==> config.mk <==
export PLATFORM = sky130hd
export DESIGN_NAME = seg_display_scanner
export DESIGN_NICKNAME = d
export VERILOG_FILES = /design/src/rtl/seg_display_scanner_pkg.sv /design/src/rtl/seg_display_scanner_hex_to_seg7.sv /design/src/rtl/seg_display_scanner.sv
export SDC_FILE = /design/constraint.sdc
export NUM_CORES = 1
export LEC_CHECK = 0
export ABC_AREA = 1
export CORE_ASPECT_RATIO = 0.75
export CORE_UTILIZATION = 40
export CTS_BUF_LIST = sky130_fd_sc_hd__clkbuf_4 sky130_fd_sc_hd__clkbuf_8
export CTS_CLUSTER_DIAMETER = 30
export DETAILED_ROUTE_END_ITERATION = 6
export HOLD_SLACK_MARGIN = 0.02
export PLACE_DENSITY = 0.63
export RECOVER_POWER = 100
export SETUP_SLACK_MARGIN = 0.2
export SYNTH_ARGS = -nofsm -noshare
export SYNTH_HDL_FRONTEND = slang
export SYNTH_SLANG_ARGS = --single-unit
==> constraint.sdc <==
create_clock -name CLK -period 1.7 [get_ports CLK]
set_clock_uncertainty 0.2 [all_clocks]
set_input_delay 0.17 -clock CLK [delete_from_list [all_inputs] [get_ports CLK]]
set_output_delay 0.17 -clock CLK [all_outputs]
set_load 0.005 [all_outputs]
==> src/rtl/seg_display_scanner_pkg.sv <==
// seg_pkg: constants shared by the 7-segment scanner and its hex decoder.
//   AN_OFF / AN_PAT : digit-enable patterns (active-low, one-hot-zero)
//   SEG_BLANK       : all segments off (active-low)
//   SEG_TABLE       : hex nibble -> {g,f,e,d,c,b,a}, active-low
//   digit_idx_t     : digit index type (DIGIT_IDX_W bits)
package seg_pkg;

    localparam int DIGIT_IDX_W = 2;
    typedef logic [DIGIT_IDX_W-1:0] digit_idx_t;

    localparam logic [3:0] AN_OFF = 4'b1111;

    // AN_PAT[d] enables digit d; element 0 is the rightmost digit.
    localparam logic [3:0][3:0] AN_PAT = {4'b0111, 4'b1011, 4'b1101, 4'b1110};

    localparam logic [6:0] SEG_BLANK = 7'h7F;

    // SEG_TABLE[n] is the pattern for nibble n; listed F down to 0.
    localparam logic [15:0][6:0] SEG_TABLE = {
        7'h0E, 7'h06, 7'h21, 7'h46, 7'h03, 7'h08, 7'h10, 7'h00,
        7'h78, 7'h02, 7'h12, 7'h19, 7'h30, 7'h24, 7'h79, 7'h40
    };

endpackage

==> src/rtl/seg_display_scanner_hex_to_seg7.sv <==
// hex_to_seg7: combinational hex-digit decoder.
//   nibble : 4-bit value to display
//   seg    : {g,f,e,d,c,b,a}, active-low
module hex_to_seg7
    import seg_pkg::*;
(
    input  logic [3:0] nibble,
    output logic [6:0] seg
);

    always_comb begin
        seg = SEG_TABLE[nibble];
    end

endmodule

==> src/rtl/seg_display_scanner.sv <==
// seg_display_scanner: frame-synchronous 4-digit common-anode 7-seg scanner.
//   CLK          : system clock
//   Reset        : asynchronous, active-low
//   data_i       : 16-bit word, nibble k -> digit k (digit0 rightmost)
//   dp_i         : decimal-point request per digit, active-high
//   data_valid_i : 1-cycle load strobe for data_i/dp_i
//   AN           : digit enables, active-low, one-hot-zero
//   Out          : segments {dp,g,f,e,d,c,b,a}, active-low
//   frame_done_o : 1-cycle pulse after the edge that ends a frame
// Optional feature: define SEG_BLANK_LZ_EN for leading-zero blanking.
module seg_display_scanner
    import seg_pkg::*;
#(
    parameter int SCAN_DIV = 100000,
    parameter int CNT_W    = 17
) (
    input  logic        CLK,
    input  logic        Reset,
    input  logic [15:0] data_i,
    input  logic [3:0]  dp_i,
    input  logic        data_valid_i,
    output logic [3:0]  AN,
    output logic [7:0]  Out,
    output logic        frame_done_o
);

    logic [CNT_W-1:0] cnt;
    digit_idx_t       digit;
    logic [15:0]      pend_data;
    logic [3:0]       pend_dp;
    logic             pend_vld;
    logic [15:0]      disp_buf;
    logic [3:0]       dp_buf;

    logic             tick;
    logic             frame_end;
    logic [3:0]       cur_nib;
    logic [6:0]       dec_seg;
    logic [6:0]       seg_nxt;
    logic [7:0]       out_nxt;

    always_comb begin
        tick      = (cnt == CNT_W'(SCAN_DIV - 1));
        frame_end = tick && (digit == digit_idx_t'(3));
        cur_nib   = disp_buf[{digit, 2'b00} +: 4];
    end

    hex_to_seg7 u_dec (
        .nibble (cur_nib),
        .seg    (dec_seg)
    );

`ifdef SEG_BLANK_LZ_EN
    logic upper_zero;

    // A digit is a leading zero when its nibble and every higher one are zero.
    always_comb begin
        upper_zero = ((disp_buf >> {digit, 2'b00}) == '0);
        seg_nxt    = dec_seg;
        if ((digit != '0) && upper_zero) begin
            seg_nxt = SEG_BLANK;
        end
    end
`else
    always_comb begin
        seg_nxt = dec_seg;
    end
`endif

    always_comb begin
        out_nxt = {~dp_buf[digit], seg_nxt};
    end

    always_ff @(posedge CLK or negedge Reset) begin
        if (!Reset) begin
            cnt   <= '0;
            digit <= '0;
        end else if (tick) begin
            cnt   <= '0;
            digit <= digit + digit_idx_t'(1);
        end else begin
            cnt   <= cnt + CNT_W'(1);
        end
    end

    // Output registers load the slot being entered; 'digit' names that slot.
    always_ff @(posedge CLK or negedge Reset) begin
        if (!Reset) begin
            AN           <= AN_OFF;
            Out          <= '1;
            frame_done_o <= 1'b0;
        end else begin
            frame_done_o <= frame_end;
            if (tick) begin
                AN  <= AN_PAT[digit];
                Out <= out_nxt;
            end
        end
    end

    // A strobe coinciding with the frame boundary bypasses the pending regs.
    always_ff @(posedge CLK or negedge Reset) begin
        if (!Reset) begin
            pend_data <= '0;
            pend_dp   <= '0;
            pend_vld  <= 1'b0;
            disp_buf  <= '0;
            dp_buf    <= '0;
        end else if (frame_end) begin
            pend_vld <= 1'b0;
            if (data_valid_i) begin
                disp_buf <= data_i;
                dp_buf   <= dp_i;
            end else if (pend_vld) begin
                disp_buf <= pend_data;
                dp_buf   <= pend_dp;
            end
        end else if (data_valid_i) begin
            pend_data <= data_i;
            pend_dp   <= dp_i;
            pend_vld  <= 1'b1;
        end
    end

endmodule

==> results.json <==
{
  "drive_above_1_share": 0.427,
  "power.density_nw_per_um2": 586,
  "hold_slack_ns": 0.186,
  "critical_path_required_ns": 1.80,
  "gp_congestion": 0.864,
  "pwr-share-seq": 0.496,
  "crit_fanout": 8,
  "seq_area_um2": 1840,
  "post-place-cells": 740,
  "cp-end-kind": "register",
  "ys_seq_area_frac": 0.451,
  "hold_viol": 0,
  "slew_viol_final": 0,
  "cts_buffers": 9,
  "antenna_left": 0,
  "syn_nets": 566,
  "firstDrtPassIters": 5,
  "grt_overflow": 0,
  "cts.clk_slew.worst_paths_ns": 0.08,
  "grt_max_degree": 74,
  "clock-root-buffer": "clkbuf_8",
  "syn2layout_area_growth_pct": 52.3,
  "netlist_area_um2": 4090,
  "vias_per_cell": 4.88,
  "synthCells": 531,
  "r2r_slack_ns": -0.13,
  "criticalPathCategory": "reg -> reg",
  "wl_um": 10600,
  "avgSynthCellArea_um2": 7.70,
  "vias": 3829,
  "dr.first_iter.drc_count": 208,
  "ys_warn_count": 0,
  "die_w_um": 119,
  "antenna_cells": 0,
  "violations": "negative setup slack",
  "stdcell_count": 785,
  "crit_path_max_incr_delay_ns": 0.36,
  "cts_tree": "done",
  "reg2reg_depth": 11,
  "multi_input_area_um2": 2360,
  "detailedPlace.worstSlack_ns": -0.125,
  "drcViolationCount": 0,
  "max_slew_margin": 0.314,
  "internal_power_uw": 2810,
  "hold_path_end": "pend_data[10]$_DFFE_PN0P_",
  "initial_core_util": 0.418,
  "whs_path_depth": 3,
  "grt_first_pass_wirelength_um": 16700,
  "nets": 683,
  "p_sw_uw": 837,
  "worst_pin_slew_ns": 1.03,
  "cp.arrival_ns": 1.93,
  "io_buffers": 35,
  "startpoint_type": "register",
  "r2r-start": "cnt[0]$_DFF_PN0_",
  "cpLargestDelayFamily": "simple AND/OR/NAND/NOR gates",
  "max_freq_ghz": 0.545,
  "h-tree-depth": 3,
  "switching_share": 0.229,
  "rows": 31,
  "core_um2": 9770,
  "holdCritStartpoint": "data_i[10]",
  "drv_cap": 0,
  "status": "complete, but fails checks",
  "hpwl_um": 6440,
  "die_area_um2": 10600,
  "crit_top_cell": "nand2_2",
  "setup_viol": 57,
  "clock_path_buffers": 2,
  "io_pins": 36,
  "layout_min_cycle_time_ns": 1.83,
  "p_leak_uw": 0.00299,
  "die_height_um": 89.5,
  "clkPwrFrac": 0.427,
  "routedWlPerCell_um": 13.5,
  "grt_pass1_vias": 3594,
  "worstPathCellList": "ha_2, nand2_2, nor2_4, nand2_2, nor2_4, buf_6, nand3_4, clkbuf_16, nand2_4, nand2_2, inv_2",
  "fill_cells": 851,
  "cts_sinks": 73,
  "setup_ws_ns": -0.134,
  "min_path_type": "in -> reg",
  "fin_crit_sh": 1.08,
  "crit_buf_inv": 3,
  "clk_latency_ns": 0.35,
  "ys_ff_latch": 73,
  "r2r_end": "disp_buf[5]$_DFFE_PN0P_",
  "rsz0062_at_grt": "yes",
  "antenna_found_initial": 0,
  "crit_slowest_cell": "dfrtp_1",
  "grt_use_total": 0.198,
  "peakVddDrop_uv": 531,
  "synth_cell_types": 28,
  "combPwrFrac": 0.077
}
logic make-up (layout without fill, tap and decap cells):
family | count (synthesis) | count (layout) | share of synthesized area
AOI/OAI and AO/OA | 67 | 67 | 0.102
xor gates and xnor gates | 3 | 3 | 0.00643
adders and majority gates | 12 | 12 | 0.0367
buffers and inverters | 117 | 239 | 0.118
DFF | 73 | 73 | 0.451
and+or+nand+nor | 259 | 259 | 0.286
worst max-delay path by stage:
stage,from,to,slack (ns),depth (start not counted)
floorplan,digit[0]$_DFFE_PN0N_,Out[3]$_DFFE_PN1N_,-0.001,12
global placement,cnt[14]$_DFF_PN0_,cnt[15]$_DFF_PN0_,-0.11,9
CTS,cnt[0]$_DFF_PN0_,pend_data[7]$_DFFE_PN0P_,-0.09,11
global route,cnt[0]$_DFF_PN0_,disp_buf[5]$_DFFE_PN0P_,-0.24,11
detailed placement,cnt[14]$_DFF_PN0_,pend_data[10]$_DFFE_PN0P_,-0.13,10
finish,cnt[0]$_DFF_PN0_,disp_buf[5]$_DFFE_PN0P_,-0.13,11
layout make-up:
type,instances,area share
Multi-Input combinational cell,341,0.379
Sequential cell,73,0.296
Timing Repair Buffer,126,0.199
Inverter,97,0.0621
Tap cell,132,0.0265
Clock buffer,12,0.0245
Clock inverter,4,0.0123
power by group through the flow:
| stage | clock, µW | sequential, µW | combinational, µW |
|---|---|---|---|
| final | 1560 | 1810 | 281 |
| after global routing | 1670 | 1820 | 313 |
| after CTS | 1600 | 1810 | 280 |
| after detailed placement | 0 | 1840 | 260 |
| after global placement | 0 | 1840 | 258 |
| after floorplan | 0 | 1830 | 141 |
layout by cell type, fill, tap and decap left out, drive strengths merged:
| cell type | Yosys | routed |
|---|---|---|
| nand2 | 168 | 168 |
| inv | 97 | 96 |
| buf | 12 | 88 |
| dfrtp | 61 | 61 |
| o21ai | 57 | 57 |
| nand4 | 27 | 27 |
| nand3 | 27 | 27 |
| nor2 | 25 | 25 |
| clkdlybuf4s50 | 0 | 21 |
| clkbuf | 8 | 16 |
| dfstp | 12 | 12 |
| ha | 12 | 12 |
| nor3 | 10 | 10 |
| a21oi | 7 | 7 |
| clkdlybuf4s25 | 0 | 6 |
| xor2 | 3 | 3 |
| clkdlybuf4s15 | 0 | 3 |
| dlygate4sd2 | 0 | 3 |
| clkinv | 0 | 2 |
| bufinv | 0 | 2 |
| a31oi | 1 | 1 |
| o211ai | 1 | 1 |
| and3 | 1 | 1 |
| o21a | 1 | 1 |
| or2 | 1 | 1 |
| clkinvlp | 0 | 1 |
| dlygate4sd3 | 0 | 1 |
through the flow:
stage	power (µW)	setup TNS, ns	util	instance area, µm²
after floorplan	1970	-0.00119	-	4180
after global placement	2090	-3.74	0.517	5050
after detailed placement	2100	-4.79	0.517	5050
after CTS	3690	-3.04	0.596	5830
after global routing	3790	-11.44	0.637	6230
final	3650	-4.64	0.637	6230
Yosys cell counts:
cell,n,share of area
and3_1,1,0.0015
nand2_4,1,0.0028
nand4_1,27,0.041
buf_4,2,0.0037
o211ai_1,1,0.0018
or2_0,1,0.0015
buf_6,4,0.011
nand3_1,27,0.033
nor3_1,10,0.012
ha_1,12,0.037
o21ai_2,20,0.043
a21oi_1,7,0.0086
a31oi_1,1,0.0015
nand2_1,144,0.13
o21ai_0,33,0.040
inv_2,2,0.0018
o21ai_1,4,0.0049
nor2_4,1,0.0028
nor2_1,22,0.020
nor2_2,2,0.0031
clkbuf_1,8,0.0073
nand2_2,23,0.035
inv_1,95,0.087
o21a_1,1,0.0018
dfrtp_1,61,0.37
dfstp_2,12,0.077
buf_2,6,0.0073
xor2_1,3,0.0064
worst register-to-register path: cells and delay by family (launching register included):
kind                     cells  cell delay (ns)
AND/OR/NAND/NOR              7             0.67
adder cells (fa/ha/maj)      1             0.19
buffers and inverters        3             0.38
flip-flops                   1             0.36
sequential cells by signal, indices dropped and copies added (netlist names):
register      count
cnt              17
disp_buf         16
pend_data        16
Out               8
AN                4
dp_buf            4
pend_dp           4
digit             2
frame_done_o      1
pend_vld          1
timing repair:
item / CTS / global route
pin swaps: 32 / 38
gates resized for setup: 110 / 97
hold buffers: 1 / 0
endpoints found under the hold margin: 73 / 0
buffers inserted: 17 / 6
cloned: 3 / 2
setup endpoints to repair: 82 / 80
per-layer routing:
metal	share of wire	GRT usage	vias up	wire, µm
met5	0	0	-	0
met4	0.0096	0.0506	0	101
met3	0.037	0.0402	11	388
met2	0.48	0.325	78	5070
met1	0.47	0.270	1828	5000
li1	-	-	1912	-
No activity file was read; power rests on OpenSTA's default activity.
